===== config.mk =====
export PLATFORM = sky130hd
export DESIGN_NAME = router_pkt_src
export DESIGN_NICKNAME = d
export VERILOG_FILES = /design/src/rtl/router_pkg.sv /design/src/rtl/router_src_fifo.sv /design/src/rtl/router_pkt_src.sv
export SDC_FILE = /design/constraint.sdc
export NUM_CORES = 1
export LEC_CHECK = 0
export BUFFER_PORTS_ARGS = -buffer_cell sky130_fd_sc_hd__buf_2
export CAP_MARGIN = 40
export CORE_MARGIN = 2
export CORE_UTILIZATION = 57
export CTS_CLUSTER_DIAMETER = 60
export DETAILED_ROUTE_END_ITERATION = 8
export GPL_TIMING_DRIVEN = 0
export PLACE_DENSITY_LB_ADDON = 0.1
export SLEW_MARGIN = 20
export SYNTH_ARGS = -nofsm -noshare
export SYNTH_HDL_FRONTEND = slang
export SYNTH_SLANG_ARGS = --single-unit

===== constraint.sdc =====
create_clock -name clk -period 3.62 [get_ports clk]
set_input_delay 0.724 -clock clk [delete_from_list [all_inputs] [get_ports clk]]
set_output_delay 0.724 -clock clk [all_outputs]
set_load 0.02 [all_outputs]

===== src/rtl/router_pkg.sv =====
// Shared definitions for the router packet source: byte width, length limit,
// invalid destination code, FSM state encoding and the header byte helper.
// No logic of its own; imported by the packet source and its FIFO.
package router_pkg;

  localparam int ROUTER_DW      = 8;
  localparam int ROUTER_MAX_LEN = 63;

  // Destination code 3 does not exist on the 1x3 router.
  localparam logic [1:0] ROUTER_INVALID_ADDR = 2'b11;

  // Packet source FSM encoding.
  localparam logic [2:0] ST_IDLE = 3'd0;
  localparam logic [2:0] ST_HDR  = 3'd1;
  localparam logic [2:0] ST_PLD  = 3'd2;
  localparam logic [2:0] ST_PAR  = 3'd3;
  localparam logic [2:0] ST_DONE = 3'd4;

  // Header byte: payload length in the upper six bits, destination in the lower two.
  function automatic logic [ROUTER_DW-1:0] router_hdr(input logic [5:0] len,
                                                      input logic [1:0] addr);
    return {len, addr};
  endfunction

endpackage


===== src/rtl/router_src_fifo.sv =====
// Payload FIFO: DEPTH x DW storage with show-ahead read data and occupancy count.
// Latency: a write is visible on rdata/count the cycle after its strobe.
// Backpressure: writes while full and reads while empty are ignored; write+read both happen.
module router_src_fifo #(
  parameter int DW    = 8,
  parameter int DEPTH = 64,
  parameter int AW    = $clog2(DEPTH),
  parameter int CW    = $clog2(DEPTH + 1)
) (
  input  logic          clk,
  input  logic          rstn,
  input  logic          flush,
  input  logic          wr,
  input  logic [DW-1:0] wdata,
  input  logic          rd,
  output logic [DW-1:0] rdata,
  output logic [CW-1:0] count,
  output logic          full,
  output logic          empty
);

  logic [DW-1:0] mem [DEPTH];
  logic [AW-1:0] wr_ptr_q, wr_ptr_d;
  logic [AW-1:0] rd_ptr_q, rd_ptr_d;
  logic [CW-1:0] count_q, count_d;
  logic          wr_en, rd_en;

  // Pointers wrap at DEPTH-1 so non-power-of-two depths stay correct.
  function automatic logic [AW-1:0] ptr_inc(input logic [AW-1:0] p);
    return (p == AW'(DEPTH - 1)) ? '0 : p + AW'(1);
  endfunction

  assign full  = (count_q == CW'(DEPTH));
  assign empty = (count_q == '0);
  assign count = count_q;
  assign rdata = mem[rd_ptr_q];

  assign wr_en = wr && !full;
  assign rd_en = rd && !empty;

  // Next pointers and occupancy; a flush empties the FIFO regardless of strobes.
  always_comb begin
    wr_ptr_d = wr_ptr_q;
    rd_ptr_d = rd_ptr_q;
    count_d  = count_q;
    if (flush) begin
      wr_ptr_d = '0;
      rd_ptr_d = '0;
      count_d  = '0;
    end else begin
      if (wr_en) wr_ptr_d = ptr_inc(wr_ptr_q);
      if (rd_en) rd_ptr_d = ptr_inc(rd_ptr_q);
      case ({wr_en, rd_en})
        2'b10:   count_d = count_q + CW'(1);
        2'b01:   count_d = count_q - CW'(1);
        default: count_d = count_q;
      endcase
    end
  end

  // Pointer and count registers; reset empties the FIFO.
  always_ff @(posedge clk or negedge rstn) begin
    if (!rstn) begin
      wr_ptr_q <= '0;
      rd_ptr_q <= '0;
      count_q  <= '0;
    end else begin
      wr_ptr_q <= wr_ptr_d;
      rd_ptr_q <= rd_ptr_d;
      count_q  <= count_d;
    end
  end

  // Storage array; contents need no reset since the pointers define validity.
  always_ff @(posedge clk) begin
    if (wr_en && !flush) mem[wr_ptr_q] <= wdata;
  end

endmodule


===== src/rtl/router_pkt_src.sv =====
// Router packet source: buffers payload, then sends header, payload and parity to the router.
// Latency: header on data_out the cycle after an accepted start; one byte per unstalled cycle.
// Backpressure: router busy holds the current byte; FIFO drops writes while full.
// Optional build macro ROUTER_PKT_SRC_PARINJ_EN adds par_inj to corrupt parity bit 0.
module router_pkt_src
  import router_pkg::*;
#(
  parameter int DW    = ROUTER_DW,
  parameter int DEPTH = 64            // must hold a maximum-length packet (>= 63)
) (
  input  logic          clk,
  input  logic          rstn,
  input  logic          pld_wr,
  input  logic [DW-1:0] pld_data,
  output logic          pld_full,
  input  logic          start,
  input  logic [1:0]    cmd_addr,
  input  logic [5:0]    cmd_len,
  output logic          cmd_rdy,
  output logic          cmd_err,
  output logic          done,
  output logic [DW-1:0] data_out,
  output logic          pkt_vld,
  input  logic          busy,
  input  logic          err,
`ifdef ROUTER_PKT_SRC_PARINJ_EN
  input  logic          par_inj,
`endif
  output logic          pkt_err
);

  localparam int LW = $clog2(ROUTER_MAX_LEN + 1);
  localparam int CW = $clog2(DEPTH + 1);

  logic [2:0]    state_q, state_d;
  logic [DW-1:0] data_q, data_d;
  logic [DW-1:0] par_q, par_d;
  logic [LW-1:0] rem_q, rem_d;
  logic          vld_q, vld_d;
  logic          cmd_err_q, cmd_err_d;
  logic          done_q, done_d;
  logic          pkt_err_q, pkt_err_d;

  logic [DW-1:0] fifo_rdata;
  logic [CW-1:0] fifo_count;
  logic          fifo_full, fifo_empty;
  logic          pop;
  logic          cmd_ok, accept;
  logic          inj_bit;
  logic [DW-1:0] hdr;

  router_src_fifo #(
    .DW    (DW),
    .DEPTH (DEPTH)
  ) u_fifo (
    .clk   (clk),
    .rstn  (rstn),
    .flush (1'b0),
    .wr    (pld_wr),
    .wdata (pld_data),
    .rd    (pop),
    .rdata (fifo_rdata),
    .count (fifo_count),
    .full  (fifo_full),
    .empty (fifo_empty)
  );

  assign hdr    = router_hdr(cmd_len, cmd_addr);
  // Whole payload must already be buffered so the packet never starves mid-flight.
  assign cmd_ok = (cmd_addr != ROUTER_INVALID_ADDR) && (cmd_len != '0) &&
                  !fifo_empty && (fifo_count >= CW'(cmd_len));
  assign accept = (state_q == ST_IDLE) && start && cmd_ok;

`ifdef ROUTER_PKT_SRC_PARINJ_EN
  logic inj_q;

  // Parity corruption request is captured with the command and held for the packet.
  always_ff @(posedge clk or negedge rstn) begin
    if (!rstn)       inj_q <= 1'b0;
    else if (accept) inj_q <= par_inj;
  end
  assign inj_bit = inj_q;
`else
  assign inj_bit = 1'b0;
`endif

  // Packet sequencing: each byte advances only on a cycle where busy is low.
  always_comb begin
    state_d   = state_q;
    data_d    = data_q;
    vld_d     = vld_q;
    rem_d     = rem_q;
    par_d     = par_q;
    cmd_err_d = 1'b0;
    done_d    = 1'b0;
    pop       = 1'b0;
    pkt_err_d = pkt_err_q | err;
    case (state_q)
      ST_IDLE: begin
        if (start) begin
          if (cmd_ok) begin
            state_d   = ST_HDR;
            data_d    = hdr;
            vld_d     = 1'b1;
            par_d     = hdr;
            // Counts bytes still to load after the first payload byte.
            rem_d     = cmd_len - LW'(1);
            pkt_err_d = err;
          end else begin
            cmd_err_d = 1'b1;
          end
        end
      end
      ST_HDR: begin
        if (!busy) begin
          pop     = 1'b1;
          data_d  = fifo_rdata;
          par_d   = par_q ^ fifo_rdata;
          state_d = ST_PLD;
        end
      end
      ST_PLD: begin
        if (!busy) begin
          if (rem_q == '0) begin
            state_d = ST_PAR;
            vld_d   = 1'b0;
            data_d  = par_q ^ {{(DW-1){1'b0}}, inj_bit};
          end else begin
            pop    = 1'b1;
            data_d = fifo_rdata;
            par_d  = par_q ^ fifo_rdata;
            rem_d  = rem_q - LW'(1);
          end
        end
      end
      ST_PAR: begin
        if (!busy) begin
          state_d = ST_DONE;
          data_d  = '0;
          done_d  = 1'b1;
        end
      end
      ST_DONE: begin
        state_d = ST_IDLE;
      end
      default: begin
        state_d = ST_IDLE;
        data_d  = '0;
        vld_d   = 1'b0;
      end
    endcase
  end

  // State and registered outputs; reset aborts any packet in flight.
  always_ff @(posedge clk or negedge rstn) begin
    if (!rstn) begin
      state_q   <= ST_IDLE;
      data_q    <= '0;
      vld_q     <= 1'b0;
      rem_q     <= '0;
      par_q     <= '0;
      cmd_err_q <= 1'b0;
      done_q    <= 1'b0;
      pkt_err_q <= 1'b0;
    end else begin
      state_q   <= state_d;
      data_q    <= data_d;
      vld_q     <= vld_d;
      rem_q     <= rem_d;
      par_q     <= par_d;
      cmd_err_q <= cmd_err_d;
      done_q    <= done_d;
      pkt_err_q <= pkt_err_d;
    end
  end

  assign data_out = data_q;
  assign pkt_vld  = vld_q;
  assign cmd_err  = cmd_err_q;
  assign done     = done_q;
  assign pkt_err  = pkt_err_q;
  assign cmd_rdy  = (state_q == ST_IDLE);
  assign pld_full = fifo_full;

endmodule

Yosys cells after proc, flatten, opt, wreduce, memory -nomap -nowiden
Memories as Yosys holds them, arrays and structs flattened. Cells that the tools add are included.

Equality and inequality tests: 17. Reductions and logical operators: 20. Bitwise operators: 4. Multiplexer cells: 44. $lt $le $gt $ge: 1. Add/sub/neg operators: 6.

Operator list (count): 2-to-1 mux 8 bit (9); one-hot mux 8 bit (5 select lines) (1); 2-to-1 mux 6 bit (6); one-hot mux 8 bit (3 select lines) (1); 2-to-1 mux 3 bit (6); AND reduction 6 bit (3); 2-to-1 mux 1 bit (16); != test 2 bit, second input constant (7); one-hot mux 7 bit (2 select lines) (1); adder 6 x 1 -> 6 bit, second input constant (2); == test 6 bit, second input constant (2); one-hot mux 3 bit (4 select lines) (1); one-hot mux 6 bit (2 select lines) (1); subtractor 6 x 1 -> 6 bit, second input constant (2); AND reduction 5 bit (2); bitwise XOR 8 bit (1); adder 7 x 1 -> 7 bit, second input constant (1); == test 7 bit, second input constant (1); greater-or-equal comparator 7 x 6 -> 1 bit (1); logical NOT 7 bit (1); subtractor 7 x 1 -> 7 bit, second input constant (1); == test 3 x 2 -> 1 bit, second input constant (2); logical NOT 6 bit (1); nonzero test 6 bit (1); other kinds (15) (22).

Output and inout bits: 14. Bits in registers: 48. Input bits: 22. Bits in writable memories: 512. Memories kept: 1. Word-level logic and storage cells: 104.

Memories: u_fifo.mem (depth 64, bits a word 8, read ports 1, clocked after memory_dff 0, wr ports 1, RTL line router_src_fifo.sv:22) `logic [DW-1:0] mem [DEPTH];`.

Depth between registers and ports, before layout
Gate-level depths: netlist of the first run.

Word-level depth: 7. Mapped depth: 17. Mapped depth without buffers: 16.

By module
From an unflattened synthesis of the first run, not the netlist that was laid out.

Cells, all modules: 1360. Area, all modules: 23127.2 um^2.

Modules (own cells, without submodules): router_src_fifo (seq. area each 15850.2 um^2, area each 21165.3 um^2, instances 1, cells each 1143); router_pkt_src (seq. area each 725.7 um^2, area each 1961.9 um^2, instances 1, cells each 217).

Worst setup path before layout of the first run
No wires, ideal clock.

Path type: register to register. Start point: reg state_q[0]. End point: reg u_fifo.count_q[6] (netlist: u_fifo.count[6]). Stages on the path, launching flop included: 17. Setup time: 0.079 ns. Setup slack: 0.273 ns. Clock period less this slack: 3.347 ns. Buffers on the path: 1. Arrival: 3.268 ns. Data required time: 3.541 ns. Cell sequence: dfrtp_1 > nand2b_1 > nand2b_1 > a21o_1 > or3_1 > clkbuf_1 > inv_1 > ha_1 > inv_1 > fa_1 > nor2b_1 > o21ai_0 > a21boi_0 > o21ai_0 > and3_1 > nor3_1 > xor2_1.

Word-level cells in the longest chain between the ends: 5. Elaborated cells on any way between the ends: 8. Those cells by class: eq/ne: 4; mux: 2; reduce/logical: 2.

Ends and longest elaborated chain: start: declaration (RTL line router_pkt_src.sv:35) `logic [2:0] state_q, state_d;`; start signal: assignment (RTL line router_pkt_src.sv:166) `state_q <= state_d;`; == test 3 x 2 -> 1 bit or == test 3 x 1 -> 1 bit (tied branches) (RTL line router_pkt_src.sv:98) `case (state_q)`; one-hot mux 1 bit (2 select lines) * (RTL line router_pkt_src.sv:98); logical AND 1 bit * (RTL line router_src_fifo.sv:39) `assign rd_en = rd && !empty;`; via u_fifo.rd_en (RTL line router_src_fifo.sv:26) `logic wr_en, rd_en;`; == test 2 x 1 -> 1 bit or == test 2 bit (tied branches) (RTL line router_src_fifo.sv:53) `case ({wr_en, rd_en})`; one-hot mux 7 bit (2 select lines) or nonzero test 2 bit (tied branches); end signal: assignment (RTL line router_src_fifo.sv:70) `count_q <= count_d;`; end: declaration (RTL line router_src_fifo.sv:25) `logic [CW-1:0] count_q, count_d;`.

Mark *: on every way through the listed nets, which the timed path passes. The rest lies on a longest branch. A chain may end at the register's enable or synchronous reset.

Final worst setup path of the first run
Start point: reg u_fifo.rd_ptr_q[2]. End point: reg data_q[5] (netlist: data_out[5]).

Word-level cells in the longest chain between the ends: 4. Elaborated cells on any way between the ends: 5. Those cells by class: mux: 4; memory: 1.

Ends and longest elaborated chain: start: declaration (RTL line router_src_fifo.sv:24) `logic [AW-1:0] rd_ptr_q, rd_ptr_d;`; start signal: assignment (RTL line router_src_fifo.sv:69) `rd_ptr_q <= rd_ptr_d;`; memory read (64 x 8 bit) *; 2-to-1 mux 8 bit (RTL line router_pkt_src.sv:124) `if (rem_q == '0) begin`; 2-to-1 mux 8 bit (RTL line router_pkt_src.sv:123) `if (!busy) begin`; one-hot mux 8 bit (5 select lines) * (RTL line router_pkt_src.sv:98); end signal: assignment (RTL line router_pkt_src.sv:167) `data_q <= data_d;`; end: declaration (RTL line router_pkt_src.sv:36) `logic [DW-1:0] data_q, data_d;`.

Mark *: on every way between the ends. The rest lies on a longest branch, timed or not. The select of a mux whose other input is x is not followed.

==> flow_summary.json, run 1 <==
{
  "layout-area-overhead-vs-synth_pct": 12.7,
  "gr-total-overflow": 0,
  "clock_latency_ps": 610,
  "endpoint_kind": "flip-flop",
  "syn-instance-count": 1314,
  "rows": 73,
  "crit_path_start_kind": "flip-flop",
  "timing.max_cap.violations": 0,
  "arrival_ps": 4020,
  "nNetsFinal": 1474,
  "largest_family_of_logic_cells_by_synthesized_area": "multiplexers",
  "coreArea_um2": 39700,
  "starting_drc_count_in_detailed_routing": 1336,
  "finalSetupViolCount": 0,
  "grt_first_pass_wirelength_um": 78800,
  "ys_ff_latch": 560,
  "firstDrtPassIters": 5,
  "post-route-period-util": 0.960,
  "die-area_um2": 41900,
  "max-slew-margin-rel": 0.437,
  "rsz0062_at_grt": "false",
  "place.detailed.hpwl_um": 35000,
  "worstReg2RegStart": "u_fifo.rd_ptr_q[2]",
  "number_of_antenna_violations_at_the_first_check_in_global_routing": 0,
  "ff2ff_path_depth": 10,
  "multiInputGateArea_um2": 5950,
  "synth_enable_flop_cells": 512,
  "hold_path.class": "in2async",
  "place.port_buffers": 34,
  "cts_sinks": 560,
  "pwr-share-seq": 0.394,
  "clock_group_share_of_total_power": 0.278,
  "timing.critical_path.to": "data_out[5]",
  "crit-reg2reg-capture": "data_out[5]",
  "period_needed_ps": 3470,
  "drive_gt1_frac": 0.201,
  "synthXorXnorAreaFrac": 0.00420,
  "synthTopCellsByCount": "sky130_fd_sc_hd__edfxtp_1 (512), sky130_fd_sc_hd__nor2_1 (111), sky130_fd_sc_hd__mux4_2 (98), sky130_fd_sc_hd__mux2i_1 (81), sky130_fd_sc_hd__dfrtp_1 (48)",
  "result_of_the_run": "complete, no violations",
  "totalWireLength_um": 53100,
  "hold_slack_ps": 156,
  "internal_power_mw": 13.3,
  "primary_flip_flop_cell_chosen_by_synthesis_mapping": "sky130_fd_sc_hd__edfxtp_1",
  "start_util": 0.578,
  "postCtsHoldBufs": 0,
  "syn_area_um2": 23000,
  "route.antenna.remaining_nets": 0,
  "cts.root.buffer_cell": "sky130_fd_sc_hd__clkbuf_16",
  "overall_power_consumption_mw": 19.7,
  "yosysSeqAreaShare": 0.722,
  "fin_worst_skew_ps": 12.8,
  "tightest_slew_ps": 842,
  "timing_worst_setup_path_type": "reg2reg",
  "detail_route.wl_per_cell_um": 26.4,
  "post-synth-top-area-cell": "sky130_fd_sc_hd__edfxtp_1",
  "dieHeight_um": 205,
  "fmax_mhz": 288,
  "comb_power_frac": 0.328,
  "grt_pass1_vias": 12600,
  "grt_start_max_net_pins": 65,
  "switching_share": 0.329,
  "fin_setup_tns_ps": 0,
  "path_clk_slew_ps": 60,
  "synth.net_count": 1352,
  "netSwitchingPower_mw": 6.49,
  "insertedDiodeCount": 0,
  "ys.warnings.count": 0,
  "design.portCount": 36,
  "vdd_drop_max_uv": 431,
  "cts_made_buffers": 55,
  "cts_tree": "yes",
  "max-clock-path-buffers": 3,
  "asyncSetResetFlopFracSynth": 0.0857,
  "synth_simple_gate_area_share": 0.0561,
  "post_route_utilization": 0.651,
  "synthDistinctLibCells": 60,
  "worst_ep_required_time_ps": 4160,
  "yosys_top_cell_area_share": 0.670,
  "synth-adder-area-share": 0.00905,
  "dieWidth_um": 205,
  "critPathMaxFanout": 10,
  "gpl.final_weighted_congestion": 0.873,
  "synthMostInstantiatedCell": "sky130_fd_sc_hd__edfxtp_1",
  "power_density_nw_per_um2": 763,
  "vias": 12600,
  "synth-compound-area-share": 0.0553,
  "globalRouteTotalUtil": 0.261,
  "synth.area.top_cells": "sky130_fd_sc_hd__edfxtp_1 (67%), sky130_fd_sc_hd__mux4_2 (9.6%), sky130_fd_sc_hd__dfrtp_1 (5.2%)",
  "leakagePower_nw": 8.63,
  "drc_errors": 0,
  "count_of_final_hold_check_violations": 0,
  "htreeDepth": 2,
  "worst-r2r-setup-slack_ps": 150,
  "timing.final.max_slew_violations": 0,
  "fill_cells": 2733,
  "layout.area.seq_um2": 16600,
  "synth.mux.area_fraction": 0.132,
  "setup.worst_path.start": "u_fifo.rd_ptr_q[2]",
  "syn_avg_cell_area_um2": 17.5,
  "avgViaCountPerCell": 6.29
}
kinds of logic (layout without fill, tap and decap cells):
| logic type | after synthesis | after routing |
|---|---|---|
| DFF | 560 | 560 |
| and+or+nand+nor | 271 | 271 |
| AOI/OAI and AO/OA | 183 | 183 |
| muxes | 181 | 181 |
| buffers and inverters | 92 | 260 |
| adders and majority gates | 16 | 16 |
| xor gates and xnor gates | 11 | 11 |
cells in the final DEF (no fill, tap or decap), drive strengths merged, types with 10 or more instances in the layout:
| cell | synthesis | routed |
|---|---|---|
| dfrtp | 48 | 48 |
| nand3 | 22 | 22 |
| inv | 20 | 23 |
| mux2i | 81 | 81 |
| a211oi | 10 | 10 |
| nor2b | 14 | 14 |
| clkbuf | 30 | 99 |
| a22oi | 23 | 23 |
| nand2 | 39 | 39 |
| o31ai | 11 | 11 |
| clkinv | 0 | 24 |
| o22ai | 30 | 30 |
| a21oi | 12 | 12 |
| nor2 | 111 | 111 |
| buf | 42 | 108 |
| edfxtp | 512 | 512 |
| mux4 | 98 | 98 |
| ha | 15 | 15 |
| o21a | 10 | 10 |
| o21ai | 30 | 30 |
| nor3 | 29 | 29 |
| nor4 | 17 | 17 |
area by class of cell:
type / instances / share of cell area
multi-input combinational: 662 / 0.230
timing repair buffer: 66 / 0.0187
buffer: 71 / 0.0155
clock buffer: 70 / 0.0570
inverter: 20 / 0.00300
sequential: 560 / 0.641
tap: 525 / 0.0254
clock inverter: 33 / 0.00986
metrics by stage:
stage	cell area [um^2]	cells	setup WS, ps
floorplan	23000	1314	273
global placement	23800	1873	-455
detailed placement	24000	1887	-525
CTS	25700	1990	-8.65
global route	25900	2007	61.8
finish	25900	2007	146
power by group through the flow:
stage,clock (mW),combinational (mW),sequential [mW]
global route,5.82,6.98,7.82
global placement,0,6.29,7.88
detailed placement,0,6.40,7.90
floorplan,0,4.39,7.91
CTS,5.56,6.45,7.77
finish,5.49,6.48,7.77
how the worst min path moves through the flow:
| stage | from | endpoint | slack [ps] | cells past startpoint |
|---|---|---|---|---|
| after floorplan | rstn | cmd_err | 430 | 0 |
| after global placement | pkt_err | pkt_err | 460 | 1 |
| after detailed placement | pkt_err | pkt_err | 470 | 1 |
| after CTS | rstn | pkt_vld | 160 | 1 |
| after global routing | rstn | state_q[1] | 190 | 1 |
| final | rstn | pkt_vld | 160 | 1 |
per-layer routing:
metal  vias to the layer above  GRT usage  wire length (um)
met3                       109     0.0460              4230
met5                         -          0                 0
li1                       5543          -                 -
met1                      6438      0.383             22600
met4                         0     0.0960              1770
met2                       534      0.399             24400
timing repair:
item | 4_1_cts | 5_1_grt
gates resized for setup | 6 | 9
pin swaps | 1 | 2
setup buffers | 1 | 1
setup endpoints to repair | 3 | 119
critical path, stage by stage (launching register included):
cell and delay, ps:
sky130_fd_sc_hd__dfrtp_1 330, sky130_fd_sc_hd__buf_4 210, sky130_fd_sc_hd__buf_2 310, sky130_fd_sc_hd__buf_2 390, sky130_fd_sc_hd__nand2_1 290, sky130_fd_sc_hd__o22ai_1 300
sky130_fd_sc_hd__nor3_1 110, sky130_fd_sc_hd__nor4_1 710, sky130_fd_sc_hd__nand3_1 270, sky130_fd_sc_hd__o211ai_1 320, sky130_fd_sc_hd__o21a_1 160
flip-flops by register name, indices dropped and copies added, names as in the netlist:
signal           count
data_out             8
pkt_vld              1
par_q                8
cmd_err              1
rem_q                6
u_fifo.count         7
u_fifo.mem         512
done                 1
pkt_err              1
u_fifo.rd_ptr_q      6
u_fifo.wr_ptr_q      6
state_q              3
No activity file was read; power rests on OpenSTA's default activity.
==> run 2: changes to the inputs <==
Settings changed: CORE_UTILIZATION 57 to 63.
==> run 2 against run 1 <==
Register-to-register slack gained 60 ps; combinational power down 0.6%; first-iteration DRC count fell by 9.5%; critical path type unchanged; critical endpoint is now par_q[4]; largest cell class unchanged; largest power group unchanged.
==> flow_summary.json, run 2 (same netlist as run 1, synthesis figures left out) <==
{
  "place_inst": 1825,
  "hold_slack_ps": 144,
  "worst_slack_after_detailed_placement_ps": -330,
  "detail_route.wl_per_cell_um": 27.3,
  "mostFrequentLayoutCells": "sky130_fd_sc_hd__edfxtp_1 (512), sky130_fd_sc_hd__nor2_1 (106), sky130_fd_sc_hd__mux4_2 (98)",
  "gpl.final_weighted_congestion": 0.868,
  "final_common_cell": "sky130_fd_sc_hd__edfxtp_1",
  "result_of_the_run": "complete, no violations",
  "avgViaCountPerCell": 6.53,
  "count_of_final_hold_check_violations": 0,
  "crit_path_start_kind": "flip-flop",
  "cts_sinks": 560,
  "place.detailed.hpwl_um": 35400,
  "timing_worst_setup_path_type": "reg2reg",
  "netSwitchingPower_mw": 6.42,
  "period_needed_ps": 3410,
  "drive_gt1_frac": 0.201,
  "coreArea_um2": 35700,
  "vias": 12600,
  "design_area_um2": 25900,
  "worst_ep_required_time_ps": 4130,
  "placed_cell_area_um2": 23900,
  "fill_cells": 2202,
  "insertedDiodeCount": 0,
  "fin_worst_skew_ps": 16.6,
  "tightest_slew_ps": 866,
  "route.antenna.remaining_nets": 0,
  "nNetsFinal": 1466,
  "endpoint_kind": "flip-flop",
  "grt_start_max_net_pins": 42,
  "drc_errors": 0,
  "power_density_nw_per_um2": 770,
  "htreeDepth": 2,
  "cts.root.buffer_cell": "sky130_fd_sc_hd__clkbuf_16",
  "vdd_drop_max_uv": 551,
  "registers.top_by_ff_count": "u_fifo.mem",
  "largest_reg_flops": 512,
  "path_clk_slew_ps": 60,
  "timing.final.max_slew_violations": 0,
  "max-slew-margin-rel": 0.423,
  "clock_latency_ps": 590,
  "number_of_antenna_violations_at_the_first_check_in_global_routing": 0,
  "rsz0062_at_grt": "true",
  "switching_share": 0.323,
  "grt_pass1_vias": 12700,
  "die-area_um2": 38000,
  "globalRouteTotalUtil": 0.287,
  "multiInputGateArea_um2": 5940,
  "start_util": 0.642,
  "layout-area-overhead-vs-synth_pct": 12.6,
  "internal_power_mw": 13.5,
  "final_cells": 1933,
  "post-route-period-util": 0.943,
  "fin_setup_tns_ps": 0,
  "gr-total-overflow": 0,
  "starting_drc_count_in_detailed_routing": 1209,
  "pwr-share-seq": 0.391,
  "timing.max_cap.violations": 0,
  "design.portCount": 36,
  "arrival_ps": 3930,
  "cts_tree": "yes",
  "critPathMaxFanout": 10,
  "dieWidth_um": 195,
  "leakagePower_nw": 8.66,
  "rows": 69,
  "place.port_buffers": 34,
  "dieHeight_um": 195,
  "max-clock-path-buffers": 3,
  "clock_group_share_of_total_power": 0.286,
  "finalSetupViolCount": 0,
  "totalWireLength_um": 52800,
  "layout.area.seq_um2": 16600,
  "hold_path.class": "in2async",
  "grt_first_pass_wirelength_um": 79400,
  "comb_power_frac": 0.324,
  "cts_made_buffers": 54,
  "timing.final.ws_setup_ps": 206,
  "fmax_mhz": 293,
  "firstDrtPassIters": 7
}
run 2: cell types whose count changed in the layout (fill, tap and decap cells not counted), moves of 3 or more:
| cell | change |
|---|---|
| sky130_fd_sc_hd__clkinv_2 | +3 |
| sky130_fd_sc_hd__nor2_2 | +4 |
| sky130_fd_sc_hd__buf_2 | +5 |
| sky130_fd_sc_hd__clkbuf_1 | -6 |
| sky130_fd_sc_hd__bufinv_16 | +4 |
| sky130_fd_sc_hd__nor2_1 | -4 |
| sky130_fd_sc_hd__buf_4 | -15 |
run 2: power groups by stage:
stage          sequential, mW  combinational (mW)  clock [mW]
6_report                 7.78                6.44        5.69
5_1_grt                  7.82                6.92        5.97
4_1_cts                  7.77                6.40        5.73
3_5_place_dp             7.91                6.35           0
3_3_place_gp             7.89                6.21           0
2_1_floorplan            7.91                4.39           0
run 2: path summary, 6_finish.rpt:
| kind | cells after the start | slack (ps) | startpoint | end |
|---|---|---|---|---|
| max | 8 | 210 | u_fifo.rd_ptr_q[3] | par_q[4] |
| max reg2reg | 8 | 210 | u_fifo.rd_ptr_q[3] | par_q[4] |
| min reg2reg | 1 | 470 | pkt_err | pkt_err |
| max in group asynchronous | 2 | 2930 | rstn | u_fifo.wr_ptr_q[3] |
| min | 1 | 140 | rstn | u_fifo.count[1] |
| min in group clk | 2 | 320 | err | pkt_err |
run 2: what timing repair did:
action / CTS / global route
hold buffers: 0 / 0
endpoints found under the setup margin: 9 / 152
pin swaps: 0 / 1
setup buffers: 1 / 0
gates resized for setup: 5 / 9
run 2: worst max-delay path, stage by stage (launching register included):
cell and delay (ps):
sky130_fd_sc_hd__dfrtp_1 360, sky130_fd_sc_hd__buf_2 240, sky130_fd_sc_hd__buf_1 620, sky130_fd_sc_hd__clkbuf_1 480, sky130_fd_sc_hd__a211oi_1 250, sky130_fd_sc_hd__nor4_1 730
sky130_fd_sc_hd__nand3_1 260, sky130_fd_sc_hd__a21boi_0 230, sky130_fd_sc_hd__a2bb2oi_1 160
run 2: stage by stage:
stage	power, mW	util
2_1_floorplan	12.3	-
3_3_place_gp	14.1	0.663
3_5_place_dp	14.3	0.670
4_1_cts	19.9	0.721
5_1_grt	20.7	0.723
6_report	19.9	0.723
run 2: area by class of cell:
cell class,instances,area share
multi-input cells,662,0.230
well taps,461,0.0223
clock inverters,36,0.0139
repair buffers,59,0.0186
clock buffers,64,0.0557
plain buffers,71,0.0155
inverters,20,0.00300
flip-flops and latches,560,0.641
run 2: per-layer routing:
layer,global-route usage,part of all wire,vias up
met4,0.103,0.033,0
met2,0.462,0.49,578
met1,0.400,0.40,6426
met3,0.0545,0.081,105
met5,0,0,-
li1,-,-,5523
==> run 3: changes to the inputs <==
Settings changed: CORE_ASPECT_RATIO from default to 0.6, CTS_CLUSTER_SIZE from default to 24.
==> run 3 against run 2 <==
Global-route usage is 0.24 points lower; critical path type unchanged; cell count is 0.93% lower; wire length is 1.7% higher; flip-flop and latch count stayed put; die area is 0.13% higher; critical endpoint is now u_fifo.count[6].
==> flow_summary.json, run 3 (same netlist as run 1, synthesis figures left out) <==
{
  "result_of_the_run": "complete, no violations",
  "timing.final.ws_setup_ps": 180,
  "worstReg2RegStart": "state_q[0]",
  "drive_gt1_frac": 0.181,
  "ff2ff_path_depth": 15,
  "insertedDiodeCount": 0,
  "vdd_drop_max_uv": 423,
  "worst-path-buf-inv": 2,
  "setup.worst_path.start": "state_q[0]",
  "critical_path.cell_chain": "nand2b_1, nand2b_1, a21o_4, or3_4, inv_4, ha_4, inv_1, fa_1, nor2b_1, o21ai_0, a21boi_1, o21ai_0, and3_1, nor3_2, xor2_1",
  "design.portCount": 36,
  "vias": 12800,
  "postCtsHoldBufs": 0,
  "endpoint_kind": "flip-flop",
  "timing_worst_setup_path_type": "reg2reg",
  "place_inst": 1838,
  "power_density_nw_per_um2": 719,
  "count_of_final_hold_check_violations": 0,
  "htreeDepth": 1,
  "final_cells": 1915,
  "leakagePower_nw": 8.26,
  "route.antenna.remaining_nets": 0,
  "crit-reg2reg-capture": "u_fifo.count[6]",
  "overall_power_consumption_mw": 18.0,
  "critPathMaxFanout": 8,
  "detail_route.wl_per_cell_um": 28.0,
  "layout-area-overhead-vs-synth_pct": 8.99,
  "fin_worst_skew_ps": 25.7,
  "die-area_um2": 38000,
  "crit_path_top_delay_cell": "sky130_fd_sc_hd__dfrtp_1",
  "totalWireLength_um": 53700,
  "rows": 54,
  "dieWidth_um": 250,
  "final_common_cell": "sky130_fd_sc_hd__edfxtp_1",
  "registers.top_by_ff_count": "u_fifo.mem",
  "avgViaCountPerCell": 6.70,
  "largest_reg_flops": 512,
  "dieHeight_um": 152,
  "clock_latency_ps": 610,
  "worst_slack_after_detailed_placement_ps": -376,
  "firstDrtPassIters": 5,
  "period_needed_ps": 3440,
  "fin_setup_tns_ps": 0,
  "coreArea_um2": 36100,
  "place.detailed.hpwl_um": 36000,
  "arrival_ps": 3960,
  "worst-r2r-setup-slack_ps": 180,
  "cts.root.buffer_cell": "sky130_fd_sc_hd__clkbuf_16",
  "cpPeakStageDelay_ps": 440,
  "drc_errors": 0,
  "timing.final.max_slew_violations": 0,
  "grt_first_pass_wirelength_um": 78800,
  "path_clk_slew_ps": 90,
  "place.port_buffers": 34,
  "fmax_mhz": 291,
  "mostFrequentLayoutCells": "sky130_fd_sc_hd__edfxtp_1 (512), sky130_fd_sc_hd__nor2_1 (111), sky130_fd_sc_hd__mux4_2 (98)",
  "crit_path_start_kind": "flip-flop",
  "timing.max_cap.violations": 0,
  "nNetsFinal": 1454,
  "globalRouteTotalUtil": 0.285,
  "timing.critical_path.to": "u_fifo.count[6]",
  "start_util": 0.635,
  "starting_drc_count_in_detailed_routing": 2066,
  "gr-total-overflow": 0,
  "tightest_slew_ps": 855,
  "worst_ep_required_time_ps": 4140,
  "grt_start_max_net_pins": 65,
  "max-slew-margin-rel": 0.428,
  "finalSetupViolCount": 0,
  "number_of_antenna_violations_at_the_first_check_in_global_routing": 2,
  "cts_tree": "yes",
  "max-clock-path-buffers": 3,
  "cts_made_buffers": 29,
  "post-route-period-util": 0.950,
  "hold_path.class": "in2async",
  "critical_path_cell_count": 15,
  "gpl.final_weighted_congestion": 0.945,
  "grt_pass1_vias": 12100,
  "critical_path.top_delay_family": "simple AND/OR/NAND/NOR gates",
  "cts_sinks": 560
}
## run 3: cell types whose count changed in the layout (fill, tap and decap cells not counted), moves of 6 or more
cell / previous run / this run
sky130_fd_sc_hd__bufinv_16: 7 / 0
sky130_fd_sc_hd__buf_4: 20 / 39
sky130_fd_sc_hd__clkinv_2: 14 / 2
sky130_fd_sc_hd__buf_12: 7 / 1
sky130_fd_sc_hd__clkinv_1: 10 / 0
sky130_fd_sc_hd__clkbuf_16: 55 / 30
sky130_fd_sc_hd__clkbuf_1: 35 / 45
## run 3: worst reg2reg max path: stages (launching register included)
cell and delay, ps:
sky130_fd_sc_hd__dfrtp_1 440, sky130_fd_sc_hd__nand2b_1 200, sky130_fd_sc_hd__nand2b_1 190, sky130_fd_sc_hd__a21o_4 260, sky130_fd_sc_hd__or3_4 440, sky130_fd_sc_hd__inv_4 110
sky130_fd_sc_hd__ha_4 180, sky130_fd_sc_hd__inv_1 80, sky130_fd_sc_hd__fa_1 410, sky130_fd_sc_hd__nor2b_1 130, sky130_fd_sc_hd__o21ai_0 120, sky130_fd_sc_hd__a21boi_1 190
sky130_fd_sc_hd__o21ai_0 130, sky130_fd_sc_hd__and3_1 210, sky130_fd_sc_hd__nor3_2 130, sky130_fd_sc_hd__xor2_1 150
## run 3: area by class of cell
cell class                 count  area, um^2
clock buffer                  46         811
buffer                        71         402
inverter                      20        77.6
sequential                   560       16600
clock inverter                 8        87.6
timing repair buffer          72         532
fill                        2337       11100
tap                          476         596
multi-input combinational    662        5940
## run 3: metrics by stage
stage                     cell area (um^2)  hold slack, ps   util
final                                25000             139  0.692
after global routing                 25000             192  0.692
after CTS                            24800             158  0.687
after detailed placement             23900             467  0.662
after global placement               23700             454  0.656
after floorplan                      23000             428      -
## run 3: power breakdown
group	switching [mW]	internal, mW
Combinational	3.94	2.64
Sequential	0.266	7.51
Clock	2.05	1.59
## run 3: worst min path at each step
stage,from,endpoint,depth (start not counted)
after detailed placement,pkt_err,pkt_err,1
after CTS,rstn,u_fifo.count[2],1
after global placement,pkt_err,pkt_err,1
after floorplan,rstn,cmd_err,0
after global routing,rstn,pkt_err,1
final,rstn,rem_q[1],1
## run 3: what timing repair did
action,CTS,global route
endpoints found under the setup margin,2,2
setup buffers,0,2
gates resized for setup,5,6
pin swaps,0,2
## run 3: layer usage
metal,track usage,wire [um],up-vias
met5,0,17,-
met4,0.0442,759,4
met3,0.0701,6470,68
met2,0.381,22400,713
met1,0.485,24000,6581
li1,-,-,5462
